`config.mk`:
```
export PLATFORM = sky130hd
export DESIGN_NAME = interrupt_controller
export DESIGN_NICKNAME = d
export VERILOG_FILES = /design/src/rtl/interrupt_controller_pkg.sv /design/src/rtl/interrupt_controller_irq_sync_edge.sv /design/src/rtl/interrupt_controller.sv
export SDC_FILE = /design/constraint.sdc
export NUM_CORES = 1
export LEC_CHECK = 0
export CAP_MARGIN = 20
export CORE_ASPECT_RATIO = 0.5
export CORE_MARGIN = 1
export CORE_UTILIZATION = 49
export CTS_CLUSTER_DIAMETER = 40
export DETAILED_ROUTE_END_ITERATION = 8
export GPL_TIMING_DRIVEN = 0
export PLACE_DENSITY_LB_ADDON = 0.15
export SYNTH_ARGS = -nofsm -noshare
export SYNTH_HDL_FRONTEND = slang
export SYNTH_SLANG_ARGS = --single-unit
```
`constraint.sdc`:
```
create_clock -name clk -period 1.9 [get_ports clk]
set_input_delay 0.475 -clock clk [delete_from_list [all_inputs] [get_ports clk]]
set_output_delay 0.475 -clock clk [all_outputs]
set_load 0.05 [all_outputs]
```
`src/rtl/interrupt_controller_pkg.sv`:
```
// Shared definitions for the interrupt controller: FSM state encoding and default line count.
package interrupt_controller_pkg;

    typedef enum logic [1:0] {
        IC_IDLE = 2'd0,
        IC_REQ  = 2'd1,
        IC_SVC  = 2'd2
    } ic_state_t;

    localparam int unsigned IC_N_IRQ = 8;

endpackage

```
`src/rtl/interrupt_controller_irq_sync_edge.sv`:
```
// Two-flop synchroniser for one raw interrupt line plus a one-cycle rising-edge pulse.
module irq_sync_edge (
    input  logic clk,
    input  logic reset,
    input  logic i_irq,
    output logic o_level,
    output logic o_rise
);

    logic r_s1;
    logic r_s2;
    logic r_s2_d;

    always_ff @(posedge clk or negedge reset) begin
        if (!reset) begin
            r_s1   <= 1'b0;
            r_s2   <= 1'b0;
            r_s2_d <= 1'b0;
        end else begin
            r_s1   <= i_irq;
            r_s2   <= r_s1;
            r_s2_d <= r_s2;
        end
    end

    assign o_level = r_s2;
    assign o_rise  = r_s2 & ~r_s2_d;

endmodule

```
`src/rtl/interrupt_controller.sv`:
```
// Latches, masks and prioritises interrupt lines, then runs one req/ack handshake
// and holds the CPU in service until end-of-interrupt.
module interrupt_controller
    import interrupt_controller_pkg::*;
#(
    parameter int unsigned             N_IRQ     = IC_N_IRQ,
    parameter int unsigned             IDX_W     = $clog2(N_IRQ),
    parameter int unsigned             ADDR_W    = 10,
    parameter logic [ADDR_W-1:0]       VEC_BASE  = 10'h3F0,
    parameter logic [N_IRQ-1:0]        EDGE_MASK = 8'hFF,
    parameter logic [N_IRQ-1:0]        MASK_RST  = 8'hFF,
    parameter int unsigned             PRIO_MODE = 0
) (
    input  logic              clk,
    input  logic              reset,
    input  logic [N_IRQ-1:0]  irq_in,
    input  logic              mask_we,
    input  logic [N_IRQ-1:0]  mask_wdata,
    output logic [N_IRQ-1:0]  mask_q,
    output logic [N_IRQ-1:0]  pending_q,
    output logic              int_req,
    input  logic              int_ack,
    output logic [IDX_W-1:0]  int_idx,
    output logic [ADDR_W-1:0] int_addr,
    output logic              in_service,
    input  logic              eoi
);

    ic_state_t          r_state;
    ic_state_t          w_next;
    logic [N_IRQ-1:0]   w_level;
    logic [N_IRQ-1:0]   w_rise;
    logic [N_IRQ-1:0]   r_pend;
    logic [N_IRQ-1:0]   w_clr;
    logic [N_IRQ-1:0]   w_pending;
    logic [N_IRQ-1:0]   w_elig;
    logic [N_IRQ-1:0]   r_mask;
    logic [IDX_W-1:0]   r_idx;
    logic [IDX_W-1:0]   r_ptr;
    logic [IDX_W-1:0]   w_start;
    logic [IDX_W-1:0]   w_win;
    logic [ADDR_W-1:0]  r_addr;
    logic               w_take;
    logic               w_ack;

    // Circular search from start; iterating from the farthest offset down lets the nearest eligible line win.
    function automatic logic [IDX_W-1:0] prio_pick(input logic [N_IRQ-1:0] elig,
                                                   input logic [IDX_W-1:0] start);
        int unsigned      pos;
        logic [IDX_W-1:0] p;
        prio_pick = '0;
        for (int unsigned k = 0; k < N_IRQ; k++) begin
            pos = (32'(start) + (N_IRQ - 1 - k)) % N_IRQ;
            p   = IDX_W'(pos);
            if (elig[p]) prio_pick = p;
        end
    endfunction

    for (genvar g = 0; g < N_IRQ; g++) begin : g_sync
        irq_sync_edge u_sync (
            .clk     (clk),
            .reset   (reset),
            .i_irq   (irq_in[g]),
            .o_level (w_level[g]),
            .o_rise  (w_rise[g])
        );
    end

    assign w_pending = (r_pend & EDGE_MASK) | (w_level & ~EDGE_MASK);
    assign w_elig    = w_pending & r_mask;
    assign w_start   = (PRIO_MODE == 1) ? r_ptr : '0;
    assign w_win     = prio_pick(w_elig, w_start);
    assign w_take    = (r_state == IC_IDLE) && (w_elig != '0);
    assign w_ack     = (r_state == IC_REQ) && int_ack;

    always_comb begin
        w_clr = '0;
        if (w_ack) w_clr[r_idx] = 1'b1;
    end

    // A rise in the same cycle as the ack re-arms the line: set has priority over clear.
    always_ff @(posedge clk or negedge reset) begin
        if (!reset) begin
            r_pend <= '0;
        end else begin
            r_pend <= (w_rise | (r_pend & ~w_clr)) & EDGE_MASK;
        end
    end

    always_ff @(posedge clk or negedge reset) begin
        if (!reset) begin
            r_state <= IC_IDLE;
        end else begin
            r_state <= w_next;
        end
    end

    always_comb begin
        w_next = r_state;
        unique case (r_state)
            IC_IDLE: if (w_elig != '0) w_next = IC_REQ;
            IC_REQ:  if (int_ack)      w_next = IC_SVC;
            IC_SVC:  if (eoi)          w_next = IC_IDLE;
            default:                   w_next = IC_IDLE;
        endcase
    end

    always_comb begin
        int_req    = (r_state == IC_REQ);
        in_service = (r_state == IC_SVC);
    end

    always_ff @(posedge clk or negedge reset) begin
        if (!reset) begin
            r_idx  <= '0;
            r_addr <= '0;
            r_ptr  <= '0;
            r_mask <= MASK_RST;
        end else begin
            if (w_take) begin
                r_idx  <= w_win;
                r_addr <= VEC_BASE + ADDR_W'(w_win);
            end
            if (w_ack && (PRIO_MODE == 1)) begin
                r_ptr <= IDX_W'((32'(r_idx) + 1) % N_IRQ);
            end
            if (mask_we) begin
                r_mask <= mask_wdata;
            end
        end
    end

    assign mask_q    = r_mask;
    assign pending_q = w_pending;
    assign int_idx   = r_idx;
    assign int_addr  = r_addr;

endmodule
```
==> summary.txt <==
Flow run
  • Max Cap Viol: 0

Routing
  • Drt wl/cell: 13.20 µm
  • Iteration-0 DRC count of the detailed router: 75
  • DR DRC count: 4
  • DR vias: approximately 1100
  • Vias per cell: approximately 5
  • DRT antenna net count: 0
  • 1st-pass router iterations: 8
  • Final WL: around 3000 µm

STA
  • Clk_skew: 0.005734 ns
  • RSZ-0062 raised after global routing: no
  • Max-slew violations: 0
  • Fin. Hold Viols: 0
  • Fmax: roughly 0.54 GHz
  • Final cycle utilization of the critical path: 0.9794
  • # setup viols final: 0
  • Tmin final: 1.861 ns

Synth
  • Yosys warning count: 0
  • Adder-cell share of the synthesized area: 0
  • Register bit total from synthesis: 46
  • Avg Inst Size Synth: 13.14 µm²
  • Simple-Gate Fraction of Synth Area: 0.06372
  • Cell taking the most area after synthesis: dfrtp_1
  • Post-synth cell types: 26
  • Compound-Gate Fraction of Synth Area: 0.1184
  • Share of the synthesized area in the top cell type: 0.5697
  • Post-synthesis mux area share: 0.05397
  • XOR/XNOR Fraction of Synth Area: 0
  • Post-Syn Instances: 127
  • Synth area leaders: dfrtp_1, dfstp_2, mux2_2
  • Largest family of logic cells by synthesized area: compound AO/OA/AOI/OAI gates
  • Register area share after synthesis: 0.6957
  • Synthesized area: roughly 0.0017 mm²
  • Net count after synthesis: 148

Place
  • GP Congestion: roughly 0.76
  • Count of port buffers added during placement: 49
  • Placed wire-length estimate: 2201 µm
  • Dpl cells: 217

Floorplan
  • Die height: 43.27 µm
  • Core area: 0.003118 mm²
  • Die W: between 80 and 90 µm
  • Rows: 14
  • Starting Density: 0.5353
  • Num ports: 52
  • Die area: 0.003658 mm²

Critical path
  • Crit path buf inv count: 1
  • CP Capture Type: output port
  • Slowest CP cell: dfstp_2
  • CP Launch Type: register
  • Crit-path max FO: 4
  • Delay-heaviest family, CP: flip-flops
  • CP cell instances: dlygate4sd2_1
  • Crit path required time: 1.42 ns
  • Arrival time worst endpoint: 1.39 ns
  • Crit path largest cell delay: 0.56 ns
  • Critical path class: register to output port

Global routing
  • GRT Max-Usage Layer: met2
  • Remaining global-route overflow: 0
  • Vias in the first global route: 1035
  • Largest net degree at the start of global routing: 39
  • Routing usage on met3: 0.06809
  • Initial antenna violation count: 0
  • All-Layer GR Usage: 0.1901
  • Met2 Use GR: 0.3057
  • First-pass GRT wire length: 4988 µm
  • Met1 Usage GRT: 0.2490

Pwr
  • PwrDens: approximately 1400 mW/mm²
  • Total chip power: 3.226 mW
  • Worst VDD drop: around 700 µV
  • LEAKAGE: 1.007 nW

CTS
  • # H-tree levels: 2
  • Clock Sinks: 46
  • Max Root-Sink Buffers: 2
  • TritonCTS clock tree: built
  • Skew-Pair Late Insertion Delay: 0.29 ns
  • Total CTS buffers: 5
  • Root Driver: clkbuf_8
  • Clk slew on worst S/H paths: 0.09 ns
  • Hold-fix buffers at CTS: 0

Cells and area
  • Highest-count cells in the layout ignoring fill and taps: dfrtp_1, clkdlybuf4s50_1, dlygate4sd2_1
  • Synth-to-layout area growth: 38.98%
  • Finished Layout Cells: 225
  • Layout cells sized above 1: 0.2324
  • Most common cell after layout, fill and taps aside: dfrtp_1
  • NumNets Final: 205
  • Core Util, Final: 0.7440
  • Inserted Diodes: 0

Status
  • Failing checks: DRC
  • Status: finished with violations

Min path
  • Hold Crit Class: input pin to asynchronous set/reset pin
## cell usage after synthesis
| cell | n |
|---|---|
| a211oi_1 | 1 |
| a21oi_1 | 4 |
| a22oi_1 | 3 |
| a22oi_2 | 1 |
| a31oi_1 | 1 |
| a32o_1 | 2 |
| and2b_1 | 1 |
| buf_2 | 1 |
| buf_4 | 9 |
| conb_1 | 1 |
| dfrtp_1 | 38 |
| dfstp_2 | 8 |
| inv_1 | 10 |
| mux2_2 | 8 |
| nand2_1 | 9 |
| nand2b_1 | 4 |
| nand3_1 | 2 |
| nand3b_1 | 1 |
| nand4_1 | 1 |
| nor2_1 | 2 |
| o21ai_0 | 14 |
| o21ai_1 | 2 |
| o2bb2ai_1 | 1 |
| o31ai_1 | 1 |
| o31ai_2 | 1 |
| or2_4 | 1 |
## per-stage QoR
step	setup slack [ns]	hold slack, ns	setup TNS, ns	instance area [µm²]
6_report	0.03905	0.02043	0	2320
5_1_grt	0.002014	0.02428	0	2320
4_1_cts	0.009499	0.02107	0	2306
3_5_place_dp	0.003370	0.3355	0	2225
3_3_place_gp	-0.7486	0.3316	-30.95	2210
2_1_floorplan	0.4157	0.1794	0	1669
## worst paths after layout
check                                       from                       end  slack [ns]  cells after the start
max in group asynchronous                  reset                 mask_q[2]        1.36                      2
setup reg to reg                      r_state[1]              pending_q[1]        0.51                      4
setup / recovery                       mask_q[2]                 mask_q[2]        0.04                      1
min in group clk           g_sync[6].u_sync.r_s1  g_sync[6].u_sync.o_level        0.35                      0
hold reg to reg            g_sync[6].u_sync.r_s1  g_sync[6].u_sync.o_level        0.35                      0
hold / removal                             reset               int_addr[8]        0.02                      1
## cells by family (layout without fill, tap and decap cells)
kind of cell	count (synthesis)	in the layout
buffers and inverters	20	78
muxes	8	8
AOI/OAI and AO/OA	31	31
and+or+nand+nor	21	21
DFF	46	46
other	1	1
## final cells by class
cell class,count,area [µm²]
plain buffers,10,72.57
multi-input cells,61,397.9
fillers,222,798.3
clock buffers,5,68.82
clock inverters,3,43.79
inverters,10,37.54
repair buffers,50,488.0
well taps,40,50.05
flip-flops and latches,46,1161
## report_power, final
group,internal (mW),total (mW),switching [mW]
clock network,0.394,0.711,0.317
logic,0.389,1.20,0.815
registers,1.14,1.31,0.173
total,1.92,3.23,1.30
## sequential cells by signal, summed over array words and instances, names as in the netlist
register               flops
mask_q                     8
g_sync.u_sync.o_level      8
int_idx                    2
int_addr                   2
pending_q                  8
g_sync.u_sync.r_s1         8
r_state                    2
g_sync.u_sync.r_s2_d       8
## timing repair
item	4_1_cts	5_1_grt
gates cloned	0	0
gates resized for setup	37	11
endpoints found under the hold margin	0	0
setup buffers	0	0
endpoints found under the setup margin	30	11
## layer usage
metal,routed length (µm),vias up
met5,0,-
met4,13,0
met3,196,2
met2,1379,36
met1,1380,546
li1,-,541
Power figures use the tool's default switching activity.
